File: config.mk
export PLATFORM = sky130hd
export DESIGN_NAME = branch_predictor_btb
export DESIGN_NICKNAME = d
export VERILOG_FILES = /design/src/rtl/branch_predictor_btb.sv
export SDC_FILE = /design/constraint.sdc
export NUM_CORES = 1
export LEC_CHECK = 0
export CORE_MARGIN = 1
export CORE_UTILIZATION = 25
export CTS_BUF_LIST = sky130_fd_sc_hd__clkbuf_4
export DETAILED_ROUTE_END_ITERATION = 16
export GPL_ROUTABILITY_DRIVEN = 1
export HOLD_SLACK_MARGIN = 0.12
export PLACE_DENSITY_LB_ADDON = 0.3
export SLEW_MARGIN = 25
export SYNTH_ARGS = -nofsm -noshare
export SYNTH_HDL_FRONTEND = slang
export SYNTH_SLANG_ARGS = --single-unit
File: constraint.sdc
create_clock -name CLK -period 4.73 [get_ports CLK]
set_clock_uncertainty 0.05 [all_clocks]
set_input_delay 0.473 -clock CLK [delete_from_list [all_inputs] [get_ports CLK]]
set_output_delay 0.473 -clock CLK [all_outputs]
set_load 0.05 [all_outputs]
File: src/rtl/branch_predictor_btb.sv
// Branch target buffer with 2-bit saturating direction counters, combinational
// IF-stage lookup, MEM-stage update, mispredict detection and saturating statistics.
module branch_predictor_btb #(
  parameter int ENTRIES = 16,
  parameter int IDX_W   = $clog2(ENTRIES),
  parameter int CNT_W   = 16
) (
  input  logic             CLK,
  input  logic             Rst,
  input  logic [31:0]      I_PC,
  output logic             Pred_Taken,
  output logic [31:0]      Pred_NPC,
  input  logic             Upd_EN,
  input  logic [31:0]      Upd_PC,
  input  logic             Upd_IsJump,
  input  logic             Upd_Taken,
  input  logic [31:0]      Upd_Target,
  input  logic             Upd_PredTaken,
  input  logic [31:0]      Upd_PredNPC,
  output logic             Mispredict,
  output logic [31:0]      Correct_PC,
  output logic [CNT_W-1:0] Br_Count,
  output logic [CNT_W-1:0] Mis_Count
);
  localparam int TAG_W = 30 - IDX_W;

  logic             r_valid [ENTRIES];
  logic [1:0]       r_ctr   [ENTRIES];
  logic [TAG_W-1:0] r_tag   [ENTRIES];
  logic [31:0]      r_tgt   [ENTRIES];
  logic [CNT_W-1:0] r_br_cnt;
  logic [CNT_W-1:0] r_mis_cnt;

  function automatic logic [1:0] ctr_inc(input logic [1:0] c);
    return (c == 2'd3) ? c : c + 2'd1;
  endfunction

  function automatic logic [1:0] ctr_dec(input logic [1:0] c);
    return (c == 2'd0) ? c : c - 2'd1;
  endfunction

  function automatic logic [CNT_W-1:0] stat_inc(input logic [CNT_W-1:0] c);
    return (&c) ? c : c + CNT_W'(1);
  endfunction

  // Lookup: zero-latency, sees only state committed at earlier edges
  logic [IDX_W-1:0] w_l_idx;
  logic [TAG_W-1:0] w_l_tag;
  logic             w_l_hit;

  assign w_l_idx    = I_PC[2 +: IDX_W];
  assign w_l_tag    = I_PC[31 -: TAG_W];
  assign w_l_hit    = r_valid[w_l_idx] && (r_tag[w_l_idx] == w_l_tag);
  assign Pred_Taken = w_l_hit && r_ctr[w_l_idx][1];
  assign Pred_NPC   = Pred_Taken ? r_tgt[w_l_idx] : I_PC + 32'd4;

  // Resolution: full next-PC compare covers wrong direction and wrong target
  logic [IDX_W-1:0] w_u_idx;
  logic [TAG_W-1:0] w_u_tag;
  logic             w_u_hit;
  logic             w_alloc;
  logic             w_hit_upd;
  logic             w_tgt_wr;
  logic [31:0]      w_actual_npc;
  logic [1:0]       w_ctr_nxt;

  assign w_u_idx      = Upd_PC[2 +: IDX_W];
  assign w_u_tag      = Upd_PC[31 -: TAG_W];
  assign w_u_hit      = r_valid[w_u_idx] && (r_tag[w_u_idx] == w_u_tag);
  assign w_alloc      = Upd_EN && !w_u_hit && Upd_Taken;
  assign w_hit_upd    = Upd_EN && w_u_hit;
  assign w_tgt_wr     = w_alloc || (w_hit_upd && Upd_Taken);
  assign w_actual_npc = Upd_Taken ? Upd_Target : Upd_PC + 32'd4;
  assign Correct_PC   = w_actual_npc;
  assign Mispredict   = Upd_EN && (w_actual_npc != Upd_PredNPC);
  assign Br_Count     = r_br_cnt;
  assign Mis_Count    = r_mis_cnt;

  always_comb begin
    w_ctr_nxt = r_ctr[w_u_idx];
    if (w_alloc)
      w_ctr_nxt = Upd_IsJump ? 2'd3 : 2'd2;
    else if (Upd_IsJump)
      w_ctr_nxt = 2'd3;
    else if (Upd_Taken)
      w_ctr_nxt = ctr_inc(r_ctr[w_u_idx]);
    else
      w_ctr_nxt = ctr_dec(r_ctr[w_u_idx]);
  end

  always_ff @(posedge CLK) begin
    if (Rst) begin
      for (int i = 0; i < ENTRIES; i++) begin
        r_valid[i] <= 1'b0;
        r_ctr[i]   <= 2'd1;
      end
      r_br_cnt  <= '0;
      r_mis_cnt <= '0;
    end else if (Upd_EN) begin
      r_br_cnt <= stat_inc(r_br_cnt);
      if (Mispredict)
        r_mis_cnt <= stat_inc(r_mis_cnt);
      if (w_alloc)
        r_valid[w_u_idx] <= 1'b1;
      if (w_alloc || w_hit_upd)
        r_ctr[w_u_idx] <= w_ctr_nxt;
    end
  end

  // Tag/target storage is gated by valid everywhere, so it carries no reset
  always_ff @(posedge CLK) begin
    if (w_alloc)
      r_tag[w_u_idx] <= w_u_tag;
    if (w_tgt_wr)
      r_tgt[w_u_idx] <= Upd_Target;
  end

  // A not-taken prediction must have carried the fall-through PC down the pipe
  always_ff @(posedge CLK) begin
    if (!Rst && Upd_EN && !Upd_PredTaken)
      assert (Upd_PredNPC == Upd_PC + 32'd4);
  end

endmodule

==> results of run 1 <==
Yosys cell counts (all sizes together), types with 10 or more instances:
master,n,area share [%]
nor2b,19,0.25
and3,45,0.60
nor2,141,1.1
nand4,42,0.59
clkbuf,100,0.80
and4,14,0.26
buf,94,0.98
nand2,104,0.84
mux2i,87,1.9
edfxtp,960,62
mux2,20,0.48
nand3,81,0.90
a21oi,56,0.60
xor2,55,1.0
nor3,25,0.27
nor4,21,0.28
inv,40,0.32
mux4,393,19
or4,11,0.19
nand2b,14,0.19
or3,13,0.17
o22ai,19,0.25
a41o,15,0.32
dfxtp,48,2.1
a31oi,10,0.17
xnor2,112,2.1
o21ai,43,0.46
o31ai,13,0.21
through the flow:
step / utilization (%) / setup TNS (ns)
floorplan: - / 0
finish: 31.9 / -4.24
global placement: 29.5 / 0
detailed placement: 29.5 / -0.0167
CTS: 31.6 / -11.09
global route: 31.9 / -13.10
timing repair:
action,in CTS,in global routing
resized for setup,64,67
gates cloned,2,5
setup endpoints to repair,33,34
pin swaps,2,15
buffers inserted,2,1
hold buffers,36,0
hold endpoints to repair,497,0
where the power goes:
part | internal (mW) | switching [mW] | leakage [nW]
combinational | 0.990 | 1.39 | 8.15
clock | 3.92 | 3.63 | 1.97
sequential | 9.88 | 0.0401 | 9.01
total | 14.8 | 5.06 | 19.1
sequential cells by signal, summed over array words and instances (netlist names):
name       flops
Br_Count      16
Mis_Count     16
r_ctr         32
r_tag        416
r_tgt        512
r_valid       16
critical path: stages (launching register included):
cell and delay (ns):
edfxtp_1 0.42, mux4_2 0.48, mux4_2 0.56, xnor2_1 0.18, nand4_1 0.21, nor3_2 0.25
nand4_1 0.13, buf_6 0.18, buf_12 0.14, buf_16 0.16, a21oi_1 0.14, buf_4 0.16
buf_12 0.14
layer usage:
metal / share of wire (%) / up-vias
li1: - / 12500
met1: 38 / 15500
met2: 53 / 1104
met3: 5.3 / 263
met4: 3.7 / 4
met5: 0.014 / -
cells by family (layout without fill, tap and decap cells):
group | count (synthesis) | in the layout | share of synthesized area (%)
flops | 1008 | 1008 | 63.8
simple gates | 558 | 558 | 6.14
mux | 500 | 500 | 21.3
buf+inv | 235 | 1036 | 2.11
compound gates | 226 | 226 | 3.27
xor+xnor | 167 | 167 | 3.13
fa+ha+maj | 9 | 9 | 0.230
other cells | 0 | 12 | 0
worst max-delay path by stage:
stage | end | slack (ns) | from
2_1_floorplan | Mispredict | 0.12 | Upd_PC[12]
3_3_place_gp | Mis_Count[5] | 0.005 | Upd_PC[11]
3_5_place_dp | Pred_NPC[7] | -0.02 | I_PC[2]
4_1_cts | Pred_NPC[6] | -0.38 | r_tag[11][22]
5_1_grt | Pred_NPC[6] | -0.45 | r_tag[11][22]
6_report | Pred_NPC[4] | -0.19 | r_tag[0][5]
final cells by class:
class,instances,area [sq um],area share [%]
Inverter,41,166,0.282
Multi-Input combinational cell,1460,16500,28.0
Tap cell,2480,3100,5.25
Sequential cell,1008,29800,50.4
Clock inverter,48,216,0.366
Clock buffer,402,3020,5.11
Timing Repair Buffer,545,6230,10.5
Antenna cell,12,30.0,0.0508
==> impl_metrics.env, run 1 <==
export IMPL_status="finished, violations left"
export IMPL_violations="setup timing"
export IMPL_fillers=18300
export IMPL_syn_area_sq_um=46700
export IMPL_r2r_start="r_tag[0][2]"
export IMPL_routabilityCongestion=0.872
export IMPL_required_ns=4.21
export IMPL_synthArstFlopShare_pct=0
export IMPL_grt_util_met3_pct=3.22
export IMPL_final_nets=3482
export IMPL_clkTransAtPathRegs_ns=0.07
export IMPL_cp_end_kind="output pin"
export IMPL_cts_sinks=1008
export IMPL_fin_cells=5996
export IMPL_fmax_ghz=0.203
export IMPL_cts_root_buf="clkbuf_4"
export IMPL_gr_usage_all_layers_pct=17.6
export IMPL_mostFrequentLayoutCells="edfxtp_1 (960), clkbuf_4 (402), mux4_2 (393)"
export IMPL_synth_nets=2844
export IMPL_ys_seq_area_share_pct=63.8
export IMPL_min_path_type="in -> reg"
export IMPL_wirelength_microns=168000
export IMPL_cp_max_fo=7
export IMPL_port_buffers=230
export IMPL_drt_iter0_drc=2720
export IMPL_numCtsBuffers=285
export IMPL_grt_overflow=0
export IMPL_powerDensity_nw_per_um2=336
export IMPL_drc_errors=0
export IMPL_yosys_warnings=0
export IMPL_grt_busiest_layer="met2"
export IMPL_start_kind="flip-flop"
export IMPL_grt_max_degree=77
export IMPL_crit_type="reg -> out"
export IMPL_syn2layout_area_growth_pct=26.6
export IMPL_ys_types=71
export IMPL_rr_worst_depth=11
export IMPL_maxSlewViolCount=0
export IMPL_grt_util_met2_pct=31.7
export IMPL_worst_slew_pin_slew_ns=1.20
export IMPL_finalSetupViolCount=32
export IMPL_finalHoldViolations=0
export IMPL_clkLatencyLatePin_ns=1.24
export IMPL_viasPerCell=4.90
export IMPL_placedCellCount=5489
export IMPL_synth_seq_cells=1008
export IMPL_wl_per_cell_microns=28.1
export IMPL_synth_edf_count=960
export IMPL_r2r_slack_ns=1.04
export IMPL_crit_arrival_ns=4.40
export IMPL_regToRegEndpoint="r_tag[13][2]"
export IMPL_row_count=158
export IMPL_min_from="Upd_PC[5]"
export IMPL_post_place_ws_ns=-0.0167
export IMPL_whs_endpoint="r_ctr[0][0]"
export IMPL_io_pins=232
export IMPL_dieWidth_microns=434
export IMPL_rsz0062_at_grt="yes"
export IMPL_dieArea_sq_um=188000
export IMPL_finish_instance_area_sq_um=59100
export IMPL_fin_crit_sh_pct=104
export IMPL_layout_min_cycle_time_ns=4.92
export IMPL_whs_path_depth=4
export IMPL_postSynthAreaPerCell_sq_um=17.3
export IMPL_postSynthCellCount=2703
export IMPL_die_h_microns=434
export IMPL_dr_pass1_iters=6
export IMPL_vias=29400
export IMPL_detailed_place_hpwl_microns=114000
export IMPL_cts_tree="yes"
export IMPL_synth_top_flop_cell="edfxtp_1"
export IMPL_grtUsageMet1_pct=20.7
export IMPL_grt_pass1_wl_microns=231000
export IMPL_maxCapViolCount=0
export IMPL_max_slew_margin_pct=19.6
export IMPL_core_area_sq_um=185000
export IMPL_first_global_vias=30200
export IMPL_placed_cell_area_sq_um=54700
export IMPL_postRouteAntennaNets=0
export IMPL_antenna_found_initial=17
export IMPL_drive_gt1_share_pct=36.4
export IMPL_htree_levels=5
export IMPL_clock_path_buffers=4
export IMPL_final_common_cell="edfxtp_1"
export IMPL_design_power_total_mw=19.8
export IMPL_power_leakage_nw=19.1
export IMPL_initial_core_util_pct=25.2
export IMPL_peakVddDrop_uv=252
export IMPL_setup_slack_ns=-0.195
export IMPL_hold_ws_ns=0.282
Note: power is estimated with default switching activity, not from simulation.
==> run 2, diff against run 1 <==
--- a/config.mk
+++ b/config.mk
@@ -7,10 +7,11 @@
 export LEC_CHECK = 0
 export CORE_MARGIN = 1
 export CORE_UTILIZATION = 25
-export CTS_BUF_LIST = sky130_fd_sc_hd__clkbuf_4
+export CTS_BUF_LIST = sky130_fd_sc_hd__clkbuf_2 sky130_fd_sc_hd__clkbuf_4 sky130_fd_sc_hd__clkbuf_8
 export DETAILED_ROUTE_END_ITERATION = 16
 export GPL_ROUTABILITY_DRIVEN = 1
 export HOLD_SLACK_MARGIN = 0.12
+export MAX_ROUTING_LAYER = met4
 export PLACE_DENSITY_LB_ADDON = 0.3
 export SLEW_MARGIN = 25
 export SYNTH_ARGS = -nofsm -noshare
==> run 2 against run 1 <==
Compared with the run above:
- the flow now finishes without violations
- non-clock buffer count down 40
- sequential share of layout area is 0.69 points higher
- worst hold slack better by 0.051 ns
- clock-buffer cell count down 183
- register-to-register slack improved by 0.02 ns
- core utilization decreased by 0.43 points
- combinational power is 2% lower
- critical endpoint is now Mispredict
==> impl_metrics.env, run 2 (synthesized netlist as in run 1, its figures left out) <==
export IMPL_status="finished, final reports clean"
export IMPL_dr_pass1_iters=5
export IMPL_slowest_stage="o21ai_0"
export IMPL_final_nets=3326
export IMPL_clkTransAtPathRegs_ns=0.06
export IMPL_wirelength_microns=165000
export IMPL_htree_levels=4
export IMPL_multiInputGateArea_sq_um=16300
export IMPL_layout_min_cycle_time_ns=4.67
export IMPL_worstPathCellList="clkdlybuf4s50_1 -> nand3_1 -> nor4_1 -> xnor2_1 -> o21ai_0 -> buf_4 -> xor2_1 -> buf_4 -> nor4_1 -> buf_4 -> and4_1 -> nor2_1 -> buf_4"
export IMPL_cp_max_fo=5
export IMPL_wl_per_cell_microns=28.5
export IMPL_hold_ws_ns=0.332
export IMPL_numCtsBuffers=169
export IMPL_detail_route_wirelength_met1_microns=63700
export IMPL_maxCapViolCount=0
export IMPL_reg_top3="r_tgt: 512 flops, r_tag: 416 flops, r_ctr: 32 flops"
export IMPL_grt_pass1_wl_microns=228000
export IMPL_worst_slew_pin_slew_ns=1.02
export IMPL_required_ns=4.21
export IMPL_clock_path_buffers=3
export IMPL_dr_max_layer_used="met4"
export IMPL_largest_register="r_tgt"
export IMPL_io_pins=232
export IMPL_clkLatencyLatePin_ns=0.91
export IMPL_max_slew_margin_pct=31.1
export IMPL_die_h_microns=434
export IMPL_design_power_total_mw=19.9
export IMPL_dieArea_sq_um=188000
export IMPL_rsz0062_at_grt="yes"
export IMPL_fmax_ghz=0.214
export IMPL_drc_errors=0
export IMPL_fillers=18300
export IMPL_path_buf_inv=5
export IMPL_cp_slowest_stage_delay_ns=0.69
export IMPL_fin_crit_sh_pct=98.7
export IMPL_dr_wl_met2_microns=87700
export IMPL_start_kind="primary input"
export IMPL_crit_type="in -> out"
export IMPL_initial_core_util_pct=25.2
export IMPL_finish_instance_area_sq_um=58300
export IMPL_dieWidth_microns=434
export IMPL_drive_gt1_share_pct=33.1
export IMPL_largest_register_ff_count=512
export IMPL_antenna_found_initial=17
export IMPL_wl_met3_microns=8550
export IMPL_crit_family="simple AND/OR/NAND/NOR gates"
export IMPL_syn2layout_area_growth_pct=24.9
export IMPL_cts_tree="yes"
export IMPL_cts_root_buf="clkbuf_8"
export IMPL_mostFrequentLayoutCells="edfxtp_1 (960), mux4_2 (393), buf_4 (217)"
export IMPL_port_buffers=230
export IMPL_peakVddDrop_uv=236
export IMPL_crit_arrival_ns=4.14
export IMPL_row_count=158
export IMPL_first_global_vias=28800
export IMPL_placed_cell_area_sq_um=54700
export IMPL_grt_max_degree=77
export IMPL_seq_area_sq_um=29800
export IMPL_core_area_sq_um=185000
export IMPL_viasPerCell=4.88
export IMPL_cts_sinks=1008
export IMPL_finalHoldViolations=0
export IMPL_min_path_type="in -> reg"
export IMPL_routabilityCongestion=0.887
export IMPL_gr_usage_all_layers_pct=17.9
export IMPL_maxSlewViolCount=0
export IMPL_finalSetupViolCount=0
export IMPL_grt_overflow=0
export IMPL_vias=28300
export IMPL_postRouteAntennaNets=0
export IMPL_power_leakage_nw=18.6
export IMPL_powerDensity_nw_per_um2=342
export IMPL_final_common_cell="edfxtp_1"
export IMPL_detailed_place_hpwl_microns=114000
export IMPL_drt_iter0_drc=2734
export IMPL_cp_end_kind="output pin"
export IMPL_cpMostUsedCell="buf_4"
[run 2: cell count changes in the layout (fill, tap and decap cells not counted), sizes merged]
| cell | before | now |
|---|---|---|
| bufinv | 1 | 3 |
| buf | 340 | 339 |
| inv | 43 | 50 |
| clkinv | 45 | 69 |
| clkinvlp | 0 | 1 |
| clkbuf | 407 | 220 |
| diode | 12 | 10 |
| dlygate4sd3 | 36 | 1 |
[run 2: where the power goes]
part / internal, mW / switching (mW) / leakage, nW
sequential: 9.88 / 0.0402 / 9.01
clock: 3.96 / 3.72 / 1.73
combinational: 0.962 / 1.37 / 7.85
[run 2: per-layer routing]
| layer | vias up | GRT usage (%) |
|---|---|---|
| li1 | 12100 | - |
| met3 | 204 | 2.85 |
| met1 | 15000 | 20.7 |
| met4 | 0 | 6.27 |
| met2 | 955 | 31.2 |
| met5 | - | - |
[run 2: final timing paths]
check                                  from  cells past startpoint  slack (ns)      endpoint
worst max register to register  r_tag[0][2]                     11        1.06  r_tag[13][2]
worst min register to register   r_valid[8]                      2        0.44    r_valid[8]
worst max-delay path              Upd_PC[4]                     13        0.06    Mispredict
worst min-delay path             Upd_PC[22]                      2        0.33  r_tag[0][16]
[run 2: worst register-to-register path, stage by stage, from the launching register on]
cell	delay [ns]
edfxtp_1	0.40
mux4_2	0.48
xnor2_1	0.16
a21boi_0	0.64
nor3_1	0.20
nand3_1	0.13
nor3_1	0.05
nand4_1	0.17
buf_12	0.16
nand2_1	0.17
nor2_4	0.47
buf_4	0.29
[run 2: area by class of cell]
| cell class | instances | area share, % |
|---|---|---|
| Sequential cell | 1008 | 51.1 |
| Multi-Input combinational cell | 1460 | 27.9 |
| Timing Repair Buffer | 505 | 9.76 |
| Tap cell | 2480 | 5.32 |
| Clock buffer | 219 | 4.65 |
| Clock inverter | 82 | 0.957 |
| Inverter | 41 | 0.264 |
| Antenna cell | 10 | 0.0429 |
[run 2: per-stage QoR]
stage	utilization (%)	setup TNS [ns]	instances	worst slack, ns
3_5_place_dp	29.5	-0.0167	5489	-0.0167
6_report	31.4	0	5805	0.0626
4_1_cts	31.3	0	5794	0.00373
5_1_grt	31.4	-0.104	5805	-0.0461
2_1_floorplan	-	0	2703	0.116
3_3_place_gp	29.5	0	5489	0.00501
[run 2: repair_timing]
item	4_1_cts	5_1_grt
hold buffers	1	0
buffers inserted	2	0
gates cloned	1	1
resized for setup	22	36
endpoints found under the setup margin	33	33
pin swaps	1	2
hold endpoints to repair	11	0
